===== config.mk =====
export PLATFORM = sky130hd
export DESIGN_NAME = dummy_accelerator_issuer
export DESIGN_NICKNAME = d
export VERILOG_FILES = /design/src/rtl/dummy_accelerator_pkg.sv /design/src/rtl/dummy_acc_pipe_reg.sv /design/src/rtl/updown_counter.sv /design/src/rtl/dummy_accelerator_issuer.sv
export SDC_FILE = /design/constraint.sdc
export NUM_CORES = 1
export LEC_CHECK = 0
export ABC_CLOCK_PERIOD_IN_PS = 4600
export BUFFER_PORTS_ARGS = -buffer_cell sky130_fd_sc_hd__buf_4
export CAP_MARGIN = 10
export CORE_ASPECT_RATIO = 1.75
export CORE_MARGIN = 2
export CORE_UTILIZATION = 35
export CTS_BUF_LIST = sky130_fd_sc_hd__clkbuf_8
export DETAILED_ROUTE_END_ITERATION = 8
export SLEW_MARGIN = 20
export SYNTH_ARGS = -nofsm -noshare
export SYNTH_HDL_FRONTEND = slang
export SYNTH_HIERARCHICAL = 1
export SYNTH_SLANG_ARGS = --single-unit
export TNS_END_PERCENT = 1

===== constraint.sdc =====
create_clock -name clk_i -period 4.6 [get_ports clk_i]
set_clock_uncertainty 0.15 [all_clocks]
set_input_delay 1.38 -clock clk_i [delete_from_list [all_inputs] [get_ports clk_i]]
set_output_delay 1.38 -clock clk_i [all_outputs]
set_load 0.05 [all_outputs]

===== src/rtl/dummy_accelerator_pkg.sv =====
// Shared types and sizing helpers for the dummy accelerator issuer.
//   acc_tag_t  : {id, rd} tag for the default ID/RD widths
//   CNT_W      : outstanding-counter width for the default credit limit
//   cnt_width  : the same sizing rule for any credit limit
package dummy_accelerator_pkg;

  localparam int unsigned DEF_ID_WIDTH        = 4;
  localparam int unsigned DEF_RD_WIDTH        = 5;
  localparam int unsigned DEF_MAX_OUTSTANDING = 4;

  localparam int unsigned CNT_W = $clog2(DEF_MAX_OUTSTANDING + 1);

  typedef struct packed {
    logic [DEF_ID_WIDTH-1:0] id;
    logic [DEF_RD_WIDTH-1:0] rd;
  } acc_tag_t;

  // Counter must hold the value max_outstanding itself, hence +1.
  function automatic int unsigned cnt_width(int unsigned max_outstanding);
    return $clog2(max_outstanding + 1);
  endfunction

endpackage


===== src/rtl/dummy_acc_pipe_reg.sv =====
// One-entry valid/ready pipeline register with synchronous flush.
//   clk_i, rst_ni        : clock, async active-low reset
//   flush                : drop the held entry next cycle
//   in_valid / in_ready  : upstream handshake (in_valid must only be raised
//                          together with in_ready by the caller)
//   in_data              : upstream payload
//   out_valid / out_ready: downstream handshake
//   out_data             : held payload, stable while out_valid && !out_ready
module dummy_acc_pipe_reg #(
  parameter type T = logic
) (
  input  logic clk_i,
  input  logic rst_ni,
  input  logic flush,
  input  logic in_valid,
  output logic in_ready,
  input  T     in_data,
  output logic out_valid,
  input  logic out_ready,
  output T     out_data
);

  logic valid_q;
  T     data_q;

  // Accept when empty or when the held entry leaves this same cycle.
  assign in_ready  = !valid_q || out_ready;
  assign out_valid = valid_q;
  assign out_data  = data_q;

  // NOTE: the payload is reset as well, because every port of the block
  // must read 0 while reset is asserted.
  always_ff @(posedge clk_i or negedge rst_ni) begin
    if (!rst_ni) begin
      valid_q <= 1'b0;
      data_q  <= '0;
    end else if (flush) begin
      valid_q <= 1'b0;
    end else if (in_valid && in_ready) begin
      valid_q <= 1'b1;
      data_q  <= in_data;
    end else if (out_ready) begin
      valid_q <= 1'b0;
    end
  end

endmodule


===== src/rtl/updown_counter.sv =====
// Up/down counter with synchronous clear.
//   clk_i, rst_ni : clock, async active-low reset
//   clr           : synchronous clear (priority over en)
//   en            : step the counter this cycle
//   dn            : step direction when en (1 = down, 0 = up)
//   count         : current value
module updown_counter #(
  parameter int unsigned WIDTH = 3
) (
  input  logic             clk_i,
  input  logic             rst_ni,
  input  logic             clr,
  input  logic             en,
  input  logic             dn,
  output logic [WIDTH-1:0] count
);

  // NOTE: state is written with non-blocking assignments only, so every
  // flop samples the pre-edge values of the others regardless of order.
  always_ff @(posedge clk_i or negedge rst_ni) begin
    if (!rst_ni) begin
      count <= '0;
    end else if (clr) begin
      count <= '0;
    end else if (en) begin
      count <= dn ? count - WIDTH'(1) : count + WIDTH'(1);
    end
  end

endmodule


===== src/rtl/dummy_accelerator_issuer.sv =====
// Core-side initiator for dummy_accelerator_top.
//   issue_*   : core request (rs1, imm, id, rd) with valid/ready
//   acc_*_o   : request to the accelerator, tag = {id, rd}
//   acc_*_i   : tagged result from the accelerator, acc_ready_o back
//   wb_*      : result returned to core writeback with valid/ready
//   outstanding_o : accepted-but-unreturned operations
//   busy_o    : work in flight or writeback pending
//   err_o     : sticky, a result arrived for an ID that was not in flight
//   timeout_o : sticky, no result for TIMEOUT_CYCLES-1 cycles while busy
//   flush_i   : synchronous flush, overrides everything
module dummy_accelerator_issuer
  import dummy_accelerator_pkg::*;
#(
  parameter int unsigned WIDTH           = 32,
  parameter int unsigned IMM_WIDTH       = 11,
  parameter int unsigned ID_WIDTH        = DEF_ID_WIDTH,
  parameter int unsigned RD_WIDTH        = DEF_RD_WIDTH,
  parameter int unsigned MAX_OUTSTANDING = DEF_MAX_OUTSTANDING,
  parameter int unsigned TIMEOUT_CYCLES  = 1024,
  localparam int unsigned OUT_W          = cnt_width(MAX_OUTSTANDING)
) (
  input  logic                         clk_i,
  input  logic                         rst_ni,
  input  logic                         flush_i,
  input  logic                         issue_valid_i,
  output logic                         issue_ready_o,
  input  logic [WIDTH-1:0]             issue_rs1_i,
  input  logic [IMM_WIDTH-1:0]         issue_imm_i,
  input  logic [ID_WIDTH-1:0]          issue_id_i,
  input  logic [RD_WIDTH-1:0]          issue_rd_i,
  output logic                         acc_valid_o,
  input  logic                         acc_ready_i,
  output logic [WIDTH-1:0]             acc_rs1_o,
  output logic [IMM_WIDTH-1:0]         acc_imm_o,
  output logic [ID_WIDTH+RD_WIDTH-1:0] acc_tag_o,
  input  logic                         acc_valid_i,
  output logic                         acc_ready_o,
  input  logic [WIDTH-1:0]             acc_result_i,
  input  logic [ID_WIDTH+RD_WIDTH-1:0] acc_tag_i,
  output logic                         wb_valid_o,
  input  logic                         wb_ready_i,
  output logic [WIDTH-1:0]             wb_data_o,
  output logic [RD_WIDTH-1:0]          wb_rd_o,
  output logic [ID_WIDTH-1:0]          wb_id_o,
  output logic [OUT_W-1:0]             outstanding_o,
  output logic                         busy_o,
  output logic                         err_o,
  output logic                         timeout_o
);

  localparam int unsigned WD_W = $clog2(TIMEOUT_CYCLES);
  localparam logic [WD_W-1:0] WD_LAST = WD_W'(TIMEOUT_CYCLES - 1);

  // Same layout as acc_tag_t, but sized by this instance's parameters.
  typedef struct packed {
    logic [ID_WIDTH-1:0] id;
    logic [RD_WIDTH-1:0] rd;
  } tag_t;

  typedef struct packed {
    logic [WIDTH-1:0]     rs1;
    logic [IMM_WIDTH-1:0] imm;
    tag_t                 tag;
  } req_t;

  typedef struct packed {
    logic [WIDTH-1:0]    data;
    logic [RD_WIDTH-1:0] rd;
    logic [ID_WIDTH-1:0] id;
  } res_t;

  logic [2**ID_WIDTH-1:0] inflight_q;
  logic [OUT_W-1:0]       count;
  logic [WD_W-1:0]        wd_q;
  logic                   err_q;
  logic                   timeout_q;

  logic req_in_ready, res_in_ready;
  logic issue_fire, res_fire, res_hit, res_drop;
  tag_t res_tag;
  req_t req_in, req_q;
  res_t res_in, res_q;

  assign res_tag = acc_tag_i;

  // Readies are held low in reset so every output reads 0 there. The
  // admission test uses the registered count only, so a result accepted in
  // the same cycle never frees a slot early, and the in-flight check stalls
  // an ID that is being returned this very cycle.
  assign issue_ready_o = rst_ni && !flush_i && req_in_ready
                      && (count < OUT_W'(MAX_OUTSTANDING))
                      && !inflight_q[issue_id_i];
  assign issue_fire    = issue_valid_i && issue_ready_o;

  // During flush results are swallowed: ready is forced high, but neither
  // the result register nor err_o sees them.
  assign acc_ready_o = rst_ni && (flush_i || res_in_ready);
  assign res_fire    = acc_valid_i && acc_ready_o && !flush_i;
  assign res_hit     = res_fire && inflight_q[res_tag.id];
  assign res_drop    = res_fire && !inflight_q[res_tag.id];

  assign req_in = '{rs1: issue_rs1_i, imm: issue_imm_i,
                    tag: '{id: issue_id_i, rd: issue_rd_i}};
  assign res_in = '{data: acc_result_i, rd: res_tag.rd, id: res_tag.id};

  dummy_acc_pipe_reg #(.T(req_t)) u_req_reg (
    .clk_i     (clk_i),
    .rst_ni    (rst_ni),
    .flush     (flush_i),
    .in_valid  (issue_fire),
    .in_ready  (req_in_ready),
    .in_data   (req_in),
    .out_valid (acc_valid_o),
    .out_ready (acc_ready_i),
    .out_data  (req_q)
  );

  dummy_acc_pipe_reg #(.T(res_t)) u_res_reg (
    .clk_i     (clk_i),
    .rst_ni    (rst_ni),
    .flush     (flush_i),
    .in_valid  (res_hit),
    .in_ready  (res_in_ready),
    .in_data   (res_in),
    .out_valid (wb_valid_o),
    .out_ready (wb_ready_i),
    .out_data  (res_q)
  );

  assign acc_rs1_o = req_q.rs1;
  assign acc_imm_o = req_q.imm;
  assign acc_tag_o = req_q.tag;
  assign wb_data_o = res_q.data;
  assign wb_rd_o   = res_q.rd;
  assign wb_id_o   = res_q.id;

  // Issue and hit in one cycle cancel out; only a lone event steps it.
  updown_counter #(.WIDTH(OUT_W)) u_outstanding (
    .clk_i  (clk_i),
    .rst_ni (rst_ni),
    .clr    (flush_i),
    .en     (issue_fire ^ res_hit),
    .dn     (res_hit),
    .count  (count)
  );

  // Set and clear never target the same bit: an issuing ID is not in
  // flight, a hitting ID is.
  always_ff @(posedge clk_i or negedge rst_ni) begin
    if (!rst_ni) begin
      inflight_q <= '0;
    end else if (flush_i) begin
      inflight_q <= '0;
    end else begin
      if (issue_fire) inflight_q[issue_id_i] <= 1'b1;
      if (res_hit)    inflight_q[res_tag.id] <= 1'b0;
    end
  end

  // Watchdog: counts idle busy cycles, saturates at WD_LAST and raises
  // timeout_o on the edge where it gets there.
  always_ff @(posedge clk_i or negedge rst_ni) begin
    if (!rst_ni) begin
      wd_q      <= '0;
      timeout_q <= 1'b0;
      err_q     <= 1'b0;
    end else if (flush_i) begin
      wd_q      <= '0;
      timeout_q <= 1'b0;
      err_q     <= 1'b0;
    end else begin
      if (res_drop) err_q <= 1'b1;
      if (count == '0 || res_hit) begin
        wd_q <= '0;
      end else if (wd_q != WD_LAST) begin
        wd_q <= wd_q + WD_W'(1);
        if (wd_q == WD_LAST - WD_W'(1)) timeout_q <= 1'b1;
      end
    end
  end

  assign outstanding_o = count;
  assign busy_o        = (count != '0) || wb_valid_o;
  assign err_o         = err_q;
  assign timeout_o     = timeout_q;

endmodule


==> results.py <==
metrics = {
    "detailed_routing": {
        "first_pass_iters": 4,
        "post_drt_wl_per_cell_um": 16.8,
        "num_vias": 4099,
        "drcViolationCount": 0,
        "wirelength_mm": 13.8,
        "ant_nets": 0,
        "drt_iter0_markers": 112,
        "vias_per_cell": 5.00,
    },
    "floorplanning": {
        "initial_core_util": 0.353,
        "die-height_um": 171,
        "rows": 61,
        "dieArea_um2": 16900,
        "core_area_um2": 15700,
        "io_pins": 203,
        "die_w_um": 99.2,
    },
    "worst_setup_path": {
        "cp_max_fo": 13,
        "cp_common_cell": "buf_4",
        "critical_path_class": "input port to primary output",
        "cp.arrival_ns": 2.84,
        "cp_slowest_cell": "mux4_2",
        "slowest_delay_ns": 0.51,
        "cp.buffers_inverters": 2,
        "crit_family": "multiplexers",
        "cp-start-kind": "input port",
        "path_cells": "buf_4 -> mux4_2 -> mux2_2 -> nor2_1 -> a21oi_1 -> nor2b_1 -> buf_4",
        "end_kind": "primary output",
        "required_ns": 3.07,
    },
    "clocking": {
        "insertion_delay_ns": 0.42,
        "cts_root_buffer": "clkbuf_8",
        "cts_num_sinks": 126,
        "cts.path.max_buffers": 2,
        "cts_inserted_buffers": 17,
        "clk_pin_slew_ns": 0.07,
        "cts_tree": "done",
        "cts_hold_buf": 0,
        "cts_setup_buffers": 0,
        "htree_levels": 4,
        "cts.repair.resized": 0,
    },
    "timing": {
        "maxSlewViolCount": 0,
        "timing.final.crit_share": 0.950,
        "slew_headroom": 0.372,
        "setup_viol": 0,
        "max_freq_ghz": 0.229,
        "finalCriticalPeriod_ns": 4.37,
        "setup_tns_ns": 0,
        "rsz0062_at_grt": "false",
        "hold_viol_final": 0,
        "max_slew.worst_pin.slew_ns": 0.942,
    },
    "logic_synthesis": {
        "ys_warn_count": 6,
        "yosysUniqueCellTypes": 48,
        "syn_area_per_cell_um2": 13.6,
        "async_reset_ff_frac": 1.00,
        "syn-num-nets": 510,
        "synthCells": 407,
        "syn_area_um2": 5550,
        "synth_edf_count": 0,
        "ys_ff_latch": 126,
        "synthFlopType": "dfrtp_1",
        "synth_seq_area_share": 0.568,
    },
    "hold_path": {
        "hold_class": "flop to flop",
    },
    "pwr": {
        "p_sw_mw": 1.51,
        "power_density_nw_per_um2": 513,
        "p_clk_frac": 0.277,
        "p_comb_frac": 0.364,
        "internal_power_mw": 2.43,
        "seq_power_share": 0.359,
        "leakage_nw": 3.64,
        "switching_share": 0.384,
        "vdd_drop_max_uv": 200,
    },
    "global_routing": {
        "grt_pass1_wl_mm": 21.2,
        "antenna_found_initial": 0,
        "grt_max_degree": 73,
        "gr-total-overflow": 0,
        "grt_pass1_vias": 4216,
        "grt_usage": 0.161,
    },
    "place": {
        "placement.io_buffers": 202,
        "dp_hpwl_mm": 10.1,
        "gp_congestion": 0.849,
    },
    "layout": {
        "finish.net_count": 720,
        "layout.area.seq_um2": 3150,
        "final_common_cell": "buf_4",
        "drive_above_1_share": 0.563,
        "multi_input_area_um2": 2220,
        "diodes": 0,
        "utilization": 0.488,
        "final_cell_mix": "207 x buf_4, 126 x dfrtp_1, 97 x mux2_2, 31 x nor2_1, 20 x clkbuf_8",
        "area_growth_syn_to_layout_pct": 38.2,
        "n_fill_cell": 1412,
    },
    "job": {
        "drv_cap": 0,
    },
    "status": {
        "outcome": "finished clean",
    },
}
-- path summary, 6_finish.rpt --
kind	startpoint	endpoint	slack, ns	cells past startpoint
worst max-delay path	issue_id_i[1]	issue_ready_o	0.23	7
worst min register to register	u_req_reg/out_data[42]	u_req_reg/out_data[42]	0.36	1
worst min-delay path	u_req_reg/out_data[42]	u_req_reg/out_data[42]	0.36	1
max in group asynchronous	rst_ni	u_res_reg/out_data[16]	2.33	3
min in group asynchronous	rst_ni	u_res_reg/out_data[1]	0.77	2
worst max register to register	u_res_reg/out_valid	u_res_reg/out_data[16]	1.45	8
-- cells by family after synthesis --
group	Yosys count	share of synthesized area
compound gates	49	0.0611
xor+xnor	6	0.00946
fa+ha+maj	3	0.00811
buf+inv	26	0.0322
flops	126	0.568
mux	110	0.234
simple gates	87	0.0876
-- per-layer routing --
metal	share of wire	vias to the layer above	global-route usage
met4	0.028	0	0.0774
met5	0	-	0
met3	0.045	24	0.0339
li1	-	1891	-
met2	0.57	142	0.296
met1	0.36	2042	0.172
-- registers in the layout, indices dropped and copies added, names as in the netlist --
register,cells
u_res_reg/out_data,41
inflight_q,16
u_req_reg/out_valid,1
err_o,1
u_res_reg/out_valid,1
u_outstanding/count,3
u_req_reg/out_data,52
wd_q,10
timeout_o,1
-- power by group through the flow --
stage / registers (mW) / logic, mW / clock network, mW
CTS: 1.42 / 1.45 / 1.13
detailed placement: 1.44 / 1.45 / 0
global route: 1.44 / 1.49 / 1.18
floorplan: 2.15 / 0.233 / 0
global placement: 1.43 / 1.43 / 0
finish: 1.42 / 1.43 / 1.09
-- through the flow --
step	power (mW)	area [µm²]	hold slack, ns	setup WS, ns	cells
after floorplan	2.38	5550	0.322	0.0717	407
after global placement	2.87	7220	0.341	0.227	787
after detailed placement	2.89	7220	0.347	0.226	787
after CTS	4.00	7680	0.364	0.227	819
after global routing	4.11	7680	0.375	0.102	819
final	3.94	7680	0.358	0.229	819
-- synthesized netlist by cell type (2+ instances only) --
| cell type | number | area share |
|---|---|---|
| nor2b_4 | 2 | 0.0050 |
| xnor2_1 | 2 | 0.0032 |
| nor2b_1 | 6 | 0.0068 |
| a311oi_1 | 11 | 0.017 |
| xor2_1 | 4 | 0.0063 |
| inv_1 | 9 | 0.0061 |
| a21oi_1 | 16 | 0.014 |
| ha_1 | 2 | 0.0045 |
| o21ai_0 | 6 | 0.0054 |
| nand4_1 | 4 | 0.0045 |
| mux2_2 | 97 | 0.20 |
| buf_2 | 2 | 0.0018 |
| nor3_1 | 3 | 0.0027 |
| nand2_1 | 9 | 0.0061 |
| a22oi_1 | 3 | 0.0041 |
| nor3b_4 | 2 | 0.0068 |
| buf_6 | 10 | 0.020 |
| and3_1 | 2 | 0.0023 |
| and2_1 | 4 | 0.0045 |
| nand3b_1 | 2 | 0.0027 |
| mux2i_1 | 6 | 0.011 |
| clkbuf_1 | 4 | 0.0027 |
| nand3_1 | 13 | 0.012 |
| dfrtp_1 | 126 | 0.57 |
| nand2b_1 | 3 | 0.0034 |
| a31oi_1 | 2 | 0.0023 |
| nor2_1 | 31 | 0.021 |
| mux4_2 | 6 | 0.024 |
-- cell type report --
class,instances,share of cell area
Inverter,9,0.00440
Tap cell,189,0.0308
Timing Repair Buffer,208,0.205
Clock buffer,20,0.0359
Sequential cell,126,0.411
Multi-Input combinational cell,255,0.289
Clock inverter,12,0.0236
(Power assumes the default switching activity.)
